File: src/rtl/adaptive_signal_ctrl.sv
// adaptive_signal_ctrl: demand-responsive two-phase traffic signal controller with tick-based countdown
module adaptive_signal_ctrl #(
  parameter int TICK_DIV   = 25_000_000,
  parameter int GREEN_MIN  = 10,
  parameter int GREEN_MAX  = 40,
  parameter int YELLOW_T   = 3,
  parameter int ALLRED_T   = 1,
  parameter int CAR_WEIGHT = 2
) (
  input  logic       clk,
  input  logic       rst,
  input  logic [7:0] q_ns_a,
  input  logic [7:0] q_ns_b,
  input  logic [7:0] q_ew_a,
  input  logic [7:0] q_ew_b,
  output logic [1:0] ns_light,
  output logic [1:0] ew_light,
  output logic [7:0] countdown,
  output logic [2:0] phase,
  output logic       tick
);
  typedef enum logic [2:0] {AR_NS, NS_G, NS_Y, AR_EW, EW_G, EW_Y} state_t;
  localparam int PW = TICK_DIV > 1 ? $clog2(TICK_DIV) : 1;
  state_t state, nxt_state;
  logic [PW-1:0] pre;
  logic [7:0] elapsed, nxt_cd;
  logic [8:0] ns_sum, ew_sum, own, other;
  logic [1:0] ns_nxt, ew_nxt;
  logic gap, adv;
  // saturating green length; 32-bit math so 255*weight never wraps
  function automatic logic [7:0] green(input logic [8:0] d);
    logic [31:0] t;
    t = 32'(GREEN_MIN) + 32'(CAR_WEIGHT) * 32'(d);
    return t > 32'(GREEN_MAX) ? 8'(GREEN_MAX) : t[7:0];
  endfunction
  assign phase = state;
  // demand sums, gap-out decision and the phase that follows the current one
  always_comb begin
    ns_sum    = 9'(q_ns_a) + 9'(q_ns_b);
    ew_sum    = 9'(q_ew_a) + 9'(q_ew_b);
    own       = state == EW_G ? ew_sum : ns_sum;
    other     = state == EW_G ? ns_sum : ew_sum;
    gap       = (state == NS_G || state == EW_G) && 32'(elapsed) + 32'd1 >= 32'(GREEN_MIN) && own == '0 && other != '0;
    adv       = gap || countdown <= 8'd1 || state > EW_Y;
    nxt_state = (state >= EW_Y) ? AR_NS : state_t'(state + 3'd1);
    nxt_cd    = nxt_state == NS_G ? green(ns_sum) : nxt_state == EW_G ? green(ew_sum) :
                (nxt_state == NS_Y || nxt_state == EW_Y) ? 8'(YELLOW_T) : 8'(ALLRED_T);
    ns_nxt    = nxt_state == NS_G ? 2'b10 : nxt_state == NS_Y ? 2'b01 : 2'b00;
    ew_nxt    = nxt_state == EW_G ? 2'b10 : nxt_state == EW_Y ? 2'b01 : 2'b00;
  end
  // prescaler plus phase sequencing, all outputs registered and moving only on tick
  always_ff @(posedge clk) begin
    if (!rst) begin
      state     <= AR_NS;
      ns_light  <= 2'b00;
      ew_light  <= 2'b00;
      countdown <= 8'(ALLRED_T);
      pre       <= '0;
      tick      <= 1'b0;
      elapsed   <= '0;
    end else begin
      tick <= pre == PW'(TICK_DIV - 1);
      pre  <= pre == PW'(TICK_DIV - 1) ? '0 : pre + 1'b1;
      if (tick && adv) begin
        state     <= nxt_state;
        countdown <= nxt_cd;
        elapsed   <= '0;
        ns_light  <= ns_nxt;
        ew_light  <= ew_nxt;
      end else if (tick) begin
        countdown <= countdown - 8'd1;
        elapsed   <= elapsed + 8'd1;
      end
    end
  end
endmodule
File: config.mk
export PLATFORM = sky130hd
export DESIGN_NAME = adaptive_signal_ctrl
export DESIGN_NICKNAME = d
export VERILOG_FILES = /design/src/rtl/adaptive_signal_ctrl.sv
export SDC_FILE = /design/constraint.sdc
export NUM_CORES = 1
export LEC_CHECK = 0
export ABC_AREA = 1
export BUFFER_PORTS_ARGS = -buffer_cell sky130_fd_sc_hd__clkbuf_2
export CAP_MARGIN = 25
export CORE_MARGIN = 1.5
export CORE_UTILIZATION = 25
export CTS_BUF_LIST = sky130_fd_sc_hd__clkbuf_16
export DETAILED_ROUTE_END_ITERATION = 8
export GPL_TIMING_DRIVEN = 0
export PLACE_DENSITY_LB_ADDON = 0.15
export SETUP_SLACK_MARGIN = 0.2
export SYNTH_ARGS = -nofsm -noshare
export SYNTH_HDL_FRONTEND = slang
export SYNTH_SLANG_ARGS = --single-unit
File: constraint.sdc
create_clock -name clk -period 8.5 [get_ports clk]
set_input_delay 1.7 -clock clk [delete_from_list [all_inputs] [get_ports clk]]
set_output_delay 1.7 -clock clk [all_outputs]
set_load 0.02 [all_outputs]
# Yosys cells after proc, flatten, opt, wreduce, memory -nomap -nowiden

Cells that the tools add are included.
W data, S select, Z words.

Flip-flop bits (word level): 49
Input port bits: 34
Logic and storage cells: 57

$add $sub $neg: 9
Order comparisons: 6
Eq/ne operators: 7
Mux-type cells: 14
Bitwise operators: 1
Reduce and logical (&&, ||, !) cells: 13

Operators by type and width:

| operator                | count |
|---|---|
| $mux W8                 | 6 |
| $add A25 B1 Y25 const B | 1 |
| $eq A25 B25 Y1 const B  | 1 |
| $add A4 B10 Y11 const A | 2 |
| $gt A11 B6 Y1 const B   | 2 |
| $add A8 B8 Y9           | 2 |
| $mux W9                 | 2 |
| $add A8 B1 Y9 const B   | 1 |
| $eq A3 B3 Y1 const B    | 3 |
| $ge A9 B4 Y1 const B    | 1 |
| $logic_not A9 Y1        | 1 |
| $reduce_bool A9 Y1      | 1 |
| $add A8 B1 Y8 const B   | 1 |
| $le A8 B1 Y1 const B    | 1 |
| $sub A8 B1 Y8 const B   | 1 |
| $eq A3 B1 Y1 const B    | 2 |
| $mux W2                 | 3 |
| $logic_and A1 B1 Y1     | 4 |
| $logic_or A1 B1 Y1      | 4 |
| $reduce_or A2 Y1        | 2 |
| $add A3 B1 Y3 const B   | 1 |
| $eq A3 B2 Y1 const B    | 1 |
| $ge A3 B3 Y1 const B    | 1 |
| $gt A3 B3 Y1 const B    | 1 |
| other kinds (4)         | 5 |

# Logic depth before layout (Yosys ltp)

Gate-level depths: netlist of the first run.

Depth after elaboration: 9
Gate-level depth with buffers: 21

# Least setup slack after synthesis of the first run

OpenSTA, ideal clock, no wires.

Path kind: input to register
From: in q_ns_a[0]
To: reg countdown[3]
Arrival: 3704 ps
Data required time: 8379 ps
Setup slack: 4676 ps
Stages on the path: 18
Path through: ha_1 inv_1 fa_1 inv_1 ha_1 inv_1 nand2_1 nand3_1 nor2_2 nand2_1 nand2_1 nand2_1 nor2_2 nand4_2 o21bai_1 nand3_1 nand2_1 a21oi_1

Cells in the longest elaborated chain, start to end: 9
Elaborated cells on any way between the ends: 16
Classes of those cells: 2 x add/sub; 1 x order compare; 5 x mux; 8 x reduce/logical

Ends and longest elaborated chain:

| element                                                 | line | source |
|---|---|---|
| start: declaration                                      | 12   | `input logic [7:0] q_ns_a,` |
| $add A8 B8 Y9 *                                         | 39   | `ns_sum = 9'(q_ns_a) + 9'(q_ns_b);` |
| branches (longest 8 deep; another with $add A4 B10 Y11) | --   |  |
| end signal: assignment                                  | 57   | `countdown <= 8'(ALLRED_T);` |
| end signal: assignment                                  | 66   | `countdown <= nxt_cd;` |
| end signal: assignment                                  | 71   | `countdown <= countdown - 8'd1;` |
| end: declaration                                        | 18   | `output logic [7:0] countdown,` |

Mark *: on every way between the ends.
A chain may end at the register's enable or synchronous reset.

# Final worst setup path of the first run

Same ends and word-level chain as after synthesis.

==> results of run 1 <==
==> tightest hold or removal path, cell delays in order, from the launching register on <==
cell	delay, ns
dfxtp_1	0.33
nand2_1	0.05
o31ai_1	0.05
==> cells in the final DEF (no fill, tap or decap), types with 3 or more instances in the layout <==
master and instances:
ha_1 28, o21ai_1 4, nand2_4 3, nor2_2 9, o21ai_0 27, nor3b_1 4, nand3b_1 3, nand4_1 13
nor3_2 4, clkbuf_16 5, a211oi_1 7, o21bai_1 3, a31oi_1 3, nand3_1 54, inv_2 3, nor2_1 63
inv_1 108, nor3_1 13, xor2_1 9, clkbuf_2 48, clkinv_1 3, nand2_1 180, dfxtp_1 49, a21oi_1 37
nand2_2 11, xnor2_1 3, nor4_1 3
==> sequential cells by signal, summed over array words and instances (netlist names) <==
| name | count |
|---|---|
| elapsed | 8 |
| pre | 25 |
| phase | 3 |
| ew_light | 2 |
| tick | 1 |
| ns_light | 2 |
| countdown | 8 |
==> cell usage after synthesis (2+ instances only) <==
cell type  count  area share, %
nand3_1       54            6.6
o21ai_1        4           0.49
nand2_1      180             16
fa_1           2           0.98
clkinv_1       2           0.18
a211oi_1       7            1.3
o21a_1         2           0.37
nand3_2        2           0.49
nor2_1        63            5.8
nand2_4        3           0.82
dfxtp_1       49             24
nor2_2         9            1.4
nor3_1        13            1.6
inv_2          3           0.27
o21bai_1       3           0.55
xor2_1         9            1.9
nor3b_1        4           0.73
a21oi_4        2           0.79
a31oi_1        3           0.46
nand3b_1       3           0.55
a21oi_1       37            4.5
nor3_2         4           0.98
nor4_1         3           0.46
nand4_1       13            2.0
buf_2          2           0.24
nand2_2       11            1.7
xnor2_1        3           0.64
buf_1          2           0.18
clkbuf_1       2           0.18
ha_1          28            8.5
o21ai_0       27            3.3
inv_1        107            9.8
==> routing by layer <==
| layer | up-vias | track usage, % | part of all wire (%) |
|---|---|---|---|
| li1 | 2240 | - | - |
| met2 | 63 | 20.7 | 44 |
| met5 | - | 0 | 0 |
| met3 | 2 | 2.92 | 5.2 |
| met4 | 0 | 1.75 | 0.30 |
| met1 | 1794 | 16.7 | 50 |
==> cells by family after synthesis <==
logic type,Yosys count
flops,49
fa+ha+maj,30
simple gates,366
buf+inv,120
compound gates,87
xor+xnor,12
==> worst max-delay path by stage <==
stage / endpoint / depth (start not counted) / slack (ns) / start
after global placement: ew_light[1] / 21 / 4.24 / q_ew_a[0]
after global routing: ew_light[1] / 21 / 4.21 / q_ew_a[0]
after CTS: countdown[3] / 19 / 4.50 / q_ns_a[0]
after floorplan: countdown[3] / 18 / 4.68 / q_ns_a[0]
after detailed placement: countdown[5] / 19 / 4.20 / q_ns_a[0]
final: countdown[3] / 19 / 4.51 / q_ns_a[0]
==> layout make-up <==
type                            count  share of cell area, %
Buffer                              8                  0.923
Clock buffer                        5                   2.64
Clock inverter                      2                  0.158
Inverter                          112                   8.86
Multi-Input combinational cell    495                   56.0
Sequential cell                    49                   20.7
Tap cell                          216                   5.70
Timing Repair Buffer               48                   5.06
==> power groups by stage <==
stage / Combinational, W / Sequential (W) / Clock [W]
2_1_floorplan: 0.000119 / 0.000237 / 0
3_3_place_gp: 0.000152 / 0.000237 / 0
3_5_place_dp: 0.000154 / 0.000237 / 0
4_1_cts: 0.000155 / 0.000232 / 0.000197
5_1_grt: 0.000180 / 0.000232 / 0.000203
6_report: 0.000153 / 0.000232 / 0.000188
==> per-stage QoR <==
step                      setup WS, ns  utilization [%]
final                             4.51             29.8
after CTS                         4.50             29.8
after floorplan                   4.68                -
after global placement            4.24             28.9
after detailed placement          4.20             28.9
after global routing              4.21             29.8
==> results.yml, run 1 <==
run_status:
  outcome: "complete, no violations"
global_route:
  grt_pass1_wl_um: 17400
  track_usage_pct: 12.4
  grt_pass1_vias: 3882
  globalRouteOverflowTotal: 0
  antenna_found_initial: 0
  grt_max_degree: 14
layout:
  final_nets: 783
  fillerInstances: 1786
  regArea_um2: 981
  drive_gt1_share_pct: 13.2
  multi_input_area_mm2: 0.00266
  area_growth_pct: 15.7
  final_cell_area_mm2: 0.00474
  diodes: 0
  fin_cells: 935
logic_synthesis:
  yosys.area_share.adder_pct: 9.52
  ys_seq_area_share_pct: 23.9
  synth-simple-area-share_pct: 40.5
  synth_compound_area_share_pct: 12.1
  async_reset_ff_share_pct: 0
  synthMuxAreaShare_pct: 0
  synth-xor-area-share_pct: 2.56
  ys.flop_type: "dfxtp_1"
  synth.distinct_cells: 40
  synth-edff-count: 0
  yosys_warnings: 0
  synth_area_mm2: 0.00410
  syn-instance-count: 664
  synth_fp_nets: 728
  synth_top_family_by_area: "simple AND/OR/NAND/NOR gates"
  ys_ff_latch: 49
  syn_avg_cell_area_um2: 6.17
power_and_ir_drop:
  powerDensity_mw_per_mm2: 121
  p_clk_share_pct: 32.8
  p_seq_share_pct: 40.5
  p_comb_share_pct: 26.8
  leakagePower_nw: 2.24
  vdd_drop_max_uv: 56.1
  p_sw_w: 0.000182
  total_power_w: 0.000573
  p_sw_share_pct: 31.8
  intPower_w: 0.000390
timing:
  drv_slew: 0
  setup-violations-final: 0
  timing.slew.headroom_pct: 69.2
  skew_ns: 0.00889
  setup_tns_ns: 0
  final_hold_viol_count: 0
  fin_crit_sh_pct: 46.9
  worstMarginPinSlew_ns: 0.462
  fin_hold_ws_ns: 0.462
  final.min_clock_period_ns: 3.99
  grt_setup_unrepaired: "false"
  clock.fmax_mhz: 251
worst_setup_path:
  cp_slowest_cell: "fa_1"
  crit_buf_inv: 4
  r2r-end: "ew_light[1]"
  path_cells: "clkbuf_2 -> ha_1 -> inv_1 -> fa_1 -> inv_1 -> ha_1 -> inv_1 -> nand2_1 -> nand3_1 -> nor2_2 -> nand2_1 -> nand2_1 -> nand2_1 -> nor2_2 -> nand4_2 -> o21bai_1 -> nand3_1 -> nand2_1 -> a21oi_1"
  arrival_ns: 4.16
  reg2reg_depth: 19
  crit_type: "in2reg"
  critPathTopFamily: "simple AND/OR/NAND/NOR gates"
  critPathMaxFanout: 5
  slowest_delay_ns: 0.45
  cp-end-kind: "flip-flop"
  crit_top_cell: "nand2_1"
  r2r_start: "elapsed[0]"
  reg2reg_slack_ns: 6.03
  crit_required_ns: 8.67
  start_kind: "input pin"
clock_tree:
  numCtsBuffers: 5
  hold_buffers: 0
  clk_latency_ns: 0.29
  post-cts-setup-buffers: 0
  cts_resized: 0
  clk_pin_slew_ns: 0.07
  cts_buffer_depth: 2
  htreeDepth: 2
  cts-root-buf: "clkbuf_16"
  cts_tree: "done"
  cts.sinks: 49
min_path:
  min_path_type: "reg2reg"
  hold_path_end: "ew_light[1]"
  min_from: "ew_light[1]"
  hold_depth: 2
routing:
  initialDrtViolationCount: 153
  drc_errors: 0
  postRouteAntennaNets: 0
  wl_per_cell_um: 10.9
  dr.pass1.iters: 5
  num_vias: 4099
  viasPerCell: 4.38
  drt-total-wl_um: 10200
placed_design:
  dpl_cell_area_mm2: 0.00461
  routabilityCongestion: 0.820
  dpl.hpwl_um: 8430
  dp.cells: 928
  io_buffers: 48
floorplan:
  die_y_um: 131
  die_w_um: 131
  coreArea_mm2: 0.0159
  ios: 50
  die_area_mm2: 0.0172
  num_rows: 46
  start_util_pct: 25.7
job:
  maxCapViolations: 0
Note: power is estimated with default switching activity, not from simulation.
==> run 2: changes to the inputs <==
--- a/config.mk
+++ b/config.mk
@@ -5,7 +5,7 @@
 export SDC_FILE = /design/constraint.sdc
 export NUM_CORES = 1
 export LEC_CHECK = 0
-export ABC_AREA = 1
+export ABC_AREA = 0
 export BUFFER_PORTS_ARGS = -buffer_cell sky130_fd_sc_hd__clkbuf_2
 export CAP_MARGIN = 25
 export CORE_MARGIN = 1.5
==> constraint.sdc (replaced) <==
create_clock -name clk -period 4 [get_ports clk]
set_input_delay 0.8 -clock clk [delete_from_list [all_inputs] [get_ports clk]]
set_output_delay 0.8 -clock clk [all_outputs]
set_load 0.02 [all_outputs]
==> run 2 against run 1 <==
Effect of this change: largest power group unchanged; clock skew fell by 0.0022 ns; design area decreased by 6.3%; highest routed layer unchanged; non-clock buffer count is 5 higher; critical endpoint is now countdown[4]; largest cell class unchanged; register-to-register slack worse by 4.8 ns; combinational power grew 100%; clock power increased by 120%.
==> results.yml, run 2 <==
run_status:
  outcome: "complete, no violations"
worst_setup_path:
  crit_type: "in2reg"
  start_kind: "input pin"
  arrival_ns: 3.80
  critPathTopFamily: "simple AND/OR/NAND/NOR gates"
  slowest_delay_ns: 0.66
  cp_slowest_cell: "or4b_2"
  crit_required_ns: 4.22
  reg2reg_depth: 10
  crit_top_cell: "nand3_1"
  r2r_start: "phase[1]"
  r2r-end: "countdown[1]"
  reg2reg_slack_ns: 1.25
  path_cells: "clkbuf_2 -> ha_1 -> inv_1 -> fa_1 -> nor2b_4 -> o31a_2 -> xor2_2 -> nand3_1 -> or4b_2 -> nand3_1 -> and3b_1 -> a32oi_1 -> a21oi_1"
  cp-end-kind: "flip-flop"
  crit_buf_inv: 2
  critPathMaxFanout: 5
global_route:
  grt_pass1_vias: 3418
  antenna_found_initial: 0
  track_usage_pct: 12.3
  globalRouteOverflowTotal: 0
  grt_max_degree: 16
  grt_pass1_wl_um: 16200
logic_synthesis:
  syn_avg_cell_area_um2: 7.97
  netlist_top_cells_count: "nor2_1 (58), dfxtp_1 (49), nand2_1 (37)"
  synth_area_leader_cell: "dfxtp_1"
  synth-simple-area-share_pct: 28.5
  synth_top_area_share_pct: 25.9
  syn-instance-count: 476
  async_reset_ff_share_pct: 0
  ys.flop_type: "dfxtp_1"
  synth-edff-count: 0
  synth_top_family_by_area: "simple AND/OR/NAND/NOR gates"
  synth_area_mm2: 0.00379
  ys_ff_latch: 49
  yosys.area_share.adder_pct: 10.3
  synth_fp_nets: 540
  synth.distinct_cells: 71
  synth_compound_area_share_pct: 18.4
  synth.area.top_cells: "dfxtp_1 (26%), ha_1 (9.2%), xor2_1 (6.9%)"
  yosys_warnings: 0
  yosys.cell_count.top_type: "nor2_1"
  synthMuxAreaShare_pct: 1.35
  synth-xor-area-share_pct: 12.0
  ys_seq_area_share_pct: 25.9
floorplan:
  num_rows: 44
  coreArea_mm2: 0.0147
  die_w_um: 126
  die_area_mm2: 0.0159
  ios: 50
  start_util_pct: 25.8
  die_y_um: 126
routing:
  num_vias: 3492
  initialDrtViolationCount: 147
  viasPerCell: 4.87
  wl_per_cell_um: 13.0
  dr.pass1.iters: 4
  drc_errors: 0
  postRouteAntennaNets: 0
  drt-total-wl_um: 9350
clock_tree:
  cts_tree: "done"
  numCtsBuffers: 5
  post-cts-setup-buffers: 0
  clk_latency_ns: 0.29
  clk_pin_slew_ns: 0.06
  hold_buffers: 0
  cts-root-buf: "clkbuf_16"
  htreeDepth: 2
  cts.sinks: 49
  cts_buffer_depth: 2
timing:
  grt_setup_unrepaired: "false"
  clock.fmax_mhz: 279
  setup-violations-final: 0
  timing.slew.headroom_pct: 65.5
  final.min_clock_period_ns: 3.58
  fin_hold_ws_ns: 0.463
  final_hold_viol_count: 0
  drv_slew: 0
  worstMarginPinSlew_ns: 0.514
  fin_crit_sh_pct: 89.5
  setup_tns_ns: 0
  skew_ns: 0.00666
layout:
  mostFrequentLayoutCells: "nor2_1 (58), clkbuf_2 (50), dfxtp_1 (49)"
  layout_commonest_cell: "nor2_1"
  largest_reg_flops: 25
  final_nets: 596
  drive_gt1_share_pct: 16.9
  final_cell_area_mm2: 0.00444
  diodes: 0
  area_growth_pct: 17.2
  largestRegisters: "pre (25), countdown (8), elapsed (8)"
  fin_cells: 717
  regMostFlops: "pre"
min_path:
  hold_path_end: "ew_light[0]"
  hold_depth: 2
  min_path_type: "reg2reg"
  min_from: "ew_light[0]"
placed_design:
  routabilityCongestion: 0.769
  dpl_cell_area_mm2: 0.00427
  dpl.hpwl_um: 7520
  dp.cells: 709
  io_buffers: 49
power_and_ir_drop:
  total_power_w: 0.00122
  powerDensity_mw_per_mm2: 275
  vdd_drop_max_uv: 148
  leakagePower_nw: 1.78
job:
  maxCapViolations: 0
==> run 2: report_power, final <==
| group | total (W) | switching [W] | internal [W] |
|---|---|---|---|
| Clock | 0.000420 | 0.000190 | 0.000230 |
| Combinational | 0.000311 | 0.000178 | 0.000134 |
| Sequential | 0.000492 | 0.00000222 | 0.000490 |
| Total | 0.00122 | 0.000370 | 0.000854 |
==> run 2: what timing repair did <==
item,4_1_cts,5_1_grt
resized for setup,0,7
endpoints found under the hold margin,0,0
endpoints found under the setup margin,0,13
==> run 2: layout make-up <==
cell class | instances | area [um^2]
fillers | 1584 | 10300
flip-flops and latches | 49 | 981
well taps | 184 | 230
repair buffers | 49 | 245
clock buffers | 5 | 125
clock inverters | 3 | 17.5
multi-input cells | 394 | 2710
plain buffers | 12 | 56.3
inverters | 21 | 78.8
==> run 2: worst min-delay path: cells and delay by family, from the launching register on <==
kind | cells | cell delay, ns
AO/OA/AOI/OAI | 1 | 0.05
AND/OR/NAND/NOR | 1 | 0.05
flip-flops | 1 | 0.31
==> run 2: worst max path at each step <==
stage / slack (ns) / cells after the start / endpoint / start
2_1_floorplan: 0.52 / 12 / countdown[4] / q_ns_a[0]
3_3_place_gp: -0.04 / 13 / countdown[3] / q_ew_a[0]
3_5_place_dp: -0.01 / 13 / countdown[3] / q_ew_a[0]
4_1_cts: 0.27 / 13 / countdown[3] / q_ew_a[0]
5_1_grt: 0.21 / 13 / countdown[3] / q_ew_a[0]
6_report: 0.42 / 13 / countdown[4] / q_ns_a[0]
==> run 2: cells by family after synthesis <==
family	Yosys count
xor gates and xnor gates	52
and+or+nand+nor	211
adders and majority gates	30
muxes	5
buffers and inverters	33
DFF	49
AOI/OAI and AO/OA	96
==> run 2: metal layers <==
metal,track usage [%],wire (um),vias to the layer above
met3,1.91,235,8
li1,-,-,1810
met1,16.2,4680,1624
met5,0,0,-
met4,2.03,68,0
met2,21.5,4370,50
==> run 2: through the flow <==
| stage | utilization, % | worst slack, ns |
|---|---|---|
| 3_3_place_gp | 29.0 | -0.0410 |
| 3_5_place_dp | 29.0 | -0.0122 |
| 4_1_cts | 30.0 | 0.272 |
| 5_1_grt | 30.2 | 0.212 |
| 2_1_floorplan | - | 0.518 |
| 6_report | 30.2 | 0.422 |
==> run 3: changes to the inputs <==
--- a/config.mk
+++ b/config.mk
@@ -9,7 +9,7 @@
 export BUFFER_PORTS_ARGS = -buffer_cell sky130_fd_sc_hd__clkbuf_2
 export CAP_MARGIN = 25
 export CORE_MARGIN = 1.5
-export CORE_UTILIZATION = 25
+export CORE_UTILIZATION = 59
 export CTS_BUF_LIST = sky130_fd_sc_hd__clkbuf_16
 export DETAILED_ROUTE_END_ITERATION = 8
 export GPL_TIMING_DRIVEN = 0
==> run 3 against run 2 <==
Effect of this change: non-clock buffer count unchanged; cell count down 15%; core utilization up 39 points; die area down 57%; wire length down 8.4%; clock skew down 0.0025 ns; count of clock-buffer cells in the layout unchanged; worst hold slack worse by 0.0060 ns; critical path depth unchanged; global-route usage up 12 points; largest cell class unchanged.
==> results.yml, run 3 (same netlist as run 2, synthesis figures left out) <==
clock_tree:
  cts_resized: 0
  hold_buffers: 0
  clk_pin_slew_ns: 0.07
  htreeDepth: 2
  cts_tree: "done"
  clk_latency_ns: 0.29
  cts_buffer_depth: 2
  cts.sinks: 49
  numCtsBuffers: 5
  cts-root-buf: "clkbuf_16"
  post-cts-setup-buffers: 0
run_status:
  outcome: "complete, no violations"
routing:
  viasPerCell: 5.80
  dr.pass1.iters: 4
  drt-total-wl_um: 8570
  initialDrtViolationCount: 194
  num_vias: 3540
  drc_errors: 0
  postRouteAntennaNets: 0
  wl_per_cell_um: 14.0
timing:
  worstMarginPinSlew_ns: 0.582
  setup_tns_ns: 0
  grt_setup_unrepaired: "false"
  timing.slew.headroom_pct: 60.2
  drv_slew: 0
  setup-violations-final: 0
  final_hold_viol_count: 0
  final.min_clock_period_ns: 3.65
  skew_ns: 0.00420
  fin_crit_sh_pct: 91.3
  clock.fmax_mhz: 274
worst_setup_path:
  crit_buf_inv: 2
  arrival_ns: 3.84
  critPathTopFamily: "compound AO/OA/AOI/OAI gates"
  cp-end-kind: "flip-flop"
  crit_required_ns: 4.19
  start_kind: "input pin"
  cp-endpoint: "countdown[3]"
  crit_type: "in2reg"
  r2r-end: "countdown[1]"
  reg2reg_depth: 10
  r2r_start: "phase[1]"
  critPathLaunch: "q_ew_a[0]"
  cp_num_cells: 13
  slowest_delay_ns: 0.58
  reg2reg_slack_ns: 1.24
  path_cells: "clkbuf_2 -> ha_1 -> inv_1 -> fa_1 -> nor2b_1 -> o21ai_1 -> xnor2_2 -> mux2_2 -> a2111oi_0 -> nor2_1 -> a21oi_1 -> nor3_1 -> o32ai_1"
  cp_slowest_cell: "a2111oi_0"
  critPathMaxFanout: 5
global_route:
  antenna_found_initial: 0
  grt_max_degree: 16
  globalRouteOverflowTotal: 0
  grt_pass1_wl_um: 14500
  track_usage_pct: 24.7
  grt_pass1_vias: 3257
layout:
  final_nets: 596
  diodes: 0
  layout_commonest_cell: "nor2_1"
  regMostFlops: "pre"
  fillerInstances: 526
  largestRegisters: "pre (25), countdown (8), elapsed (8)"
  drive_gt1_share_pct: 16.9
  utilization_pct: 69.3
  largest_reg_flops: 25
  fin_cells: 610
  area_growth_pct: 14.7
  mostFrequentLayoutCells: "nor2_1 (58), clkbuf_2 (50), dfxtp_1 (49)"
floorplan:
  die_area_mm2: 0.00692
  start_util_pct: 60.4
  coreArea_mm2: 0.00628
  die_w_um: 83.2
  ios: 50
  num_rows: 29
  die_y_um: 83.2
power_and_ir_drop:
  vdd_drop_max_uv: 291
  p_seq_share_pct: 36.8
  p_clk_share_pct: 40.2
  p_comb_share_pct: 23.0
  leakagePower_nw: 1.79
  powerDensity_mw_per_mm2: 307
  p_sw_share_pct: 26.7
  total_power_w: 0.00134
  p_sw_w: 0.000357
  intPower_w: 0.000980
min_path:
  min_path_type: "reg2reg"
  min_from: "ns_light[1]"
  hold_depth: 2
placed_design:
  dpl.hpwl_um: 6480
  io_buffers: 49
  routabilityCongestion: 0.864
  dp.cells: 602
job:
  maxCapViolations: 0
==> run 3: cell types whose count changed in the layout (fill, tap and decap cells not counted), sizes merged <==
cell and change:
bufinv +2, clkinv -2
==> run 3: area by class of cell <==
class	instances	area [um^2]	area share, %
clock inverter	3	65.1	1.50
clock buffer	5	125	2.88
inverter	21	78.8	1.81
multi-input combinational	394	2700	62.1
sequential	49	981	22.5
buffer	12	56.3	1.29
tap	77	96.3	2.21
timing repair buffer	49	245	5.64
==> run 3: metal layers <==
| layer | wire length [um] | global-route usage (%) | share of wire [%] | vias up |
|---|---|---|---|---|
| met5 | 0 | 0 | 0 | - |
| met4 | 71 | 4.70 | 0.83 | 0 |
| met2 | 4040 | 40.5 | 47 | 62 |
| met3 | 321 | 4.08 | 3.7 | 8 |
| li1 | - | - | - | 1807 |
| met1 | 4140 | 34.7 | 48 | 1663 |
==> run 3: worst reg2reg max path: stages (launching register included) <==
cell	delay (ns)
dfxtp_1	0.44
inv_1	0.09
ha_1	0.21
or2_2	0.33
nor2_1	0.15
mux2i_1	0.11
or3_1	0.41
nor3_1	0.36
a21oi_1	0.13
or3_1	0.36
o22ai_2	0.10
==> run 3: how the worst min path moves through the flow <==
| stage | endpoint | slack, ns |
|---|---|---|
| CTS | ns_light[1] | 0.46 |
| global placement | pre[0] | 0.44 |
| floorplan | pre[0] | 0.43 |
| finish | ns_light[1] | 0.46 |
| detailed placement | ew_light[0] | 0.45 |
| global route | pre[0] | 0.49 |
==> run 3: per-stage QoR <==
stage / worst slack [ns] / hold WS [ns] / cell area [um^2]
final: 0.349 / 0.457 / 4350
after global routing: 0.225 / 0.489 / 4350
after CTS: 0.261 / 0.462 / 4320
after detailed placement: 0.0137 / 0.450 / 4130
after global placement: 0.0566 / 0.442 / 4130
after floorplan: 0.518 / 0.426 / 3790
==> run 3: power groups by stage <==
stage / Clock, W / Sequential [W] / Combinational [W]
after global placement: 0 / 0.000503 / 0.000288
final: 0.000537 / 0.000493 / 0.000307
after global routing: 0.000563 / 0.000493 / 0.000343
after detailed placement: 0 / 0.000504 / 0.000297
after floorplan: 0 / 0.000503 / 0.000233
after CTS: 0.000542 / 0.000492 / 0.000299
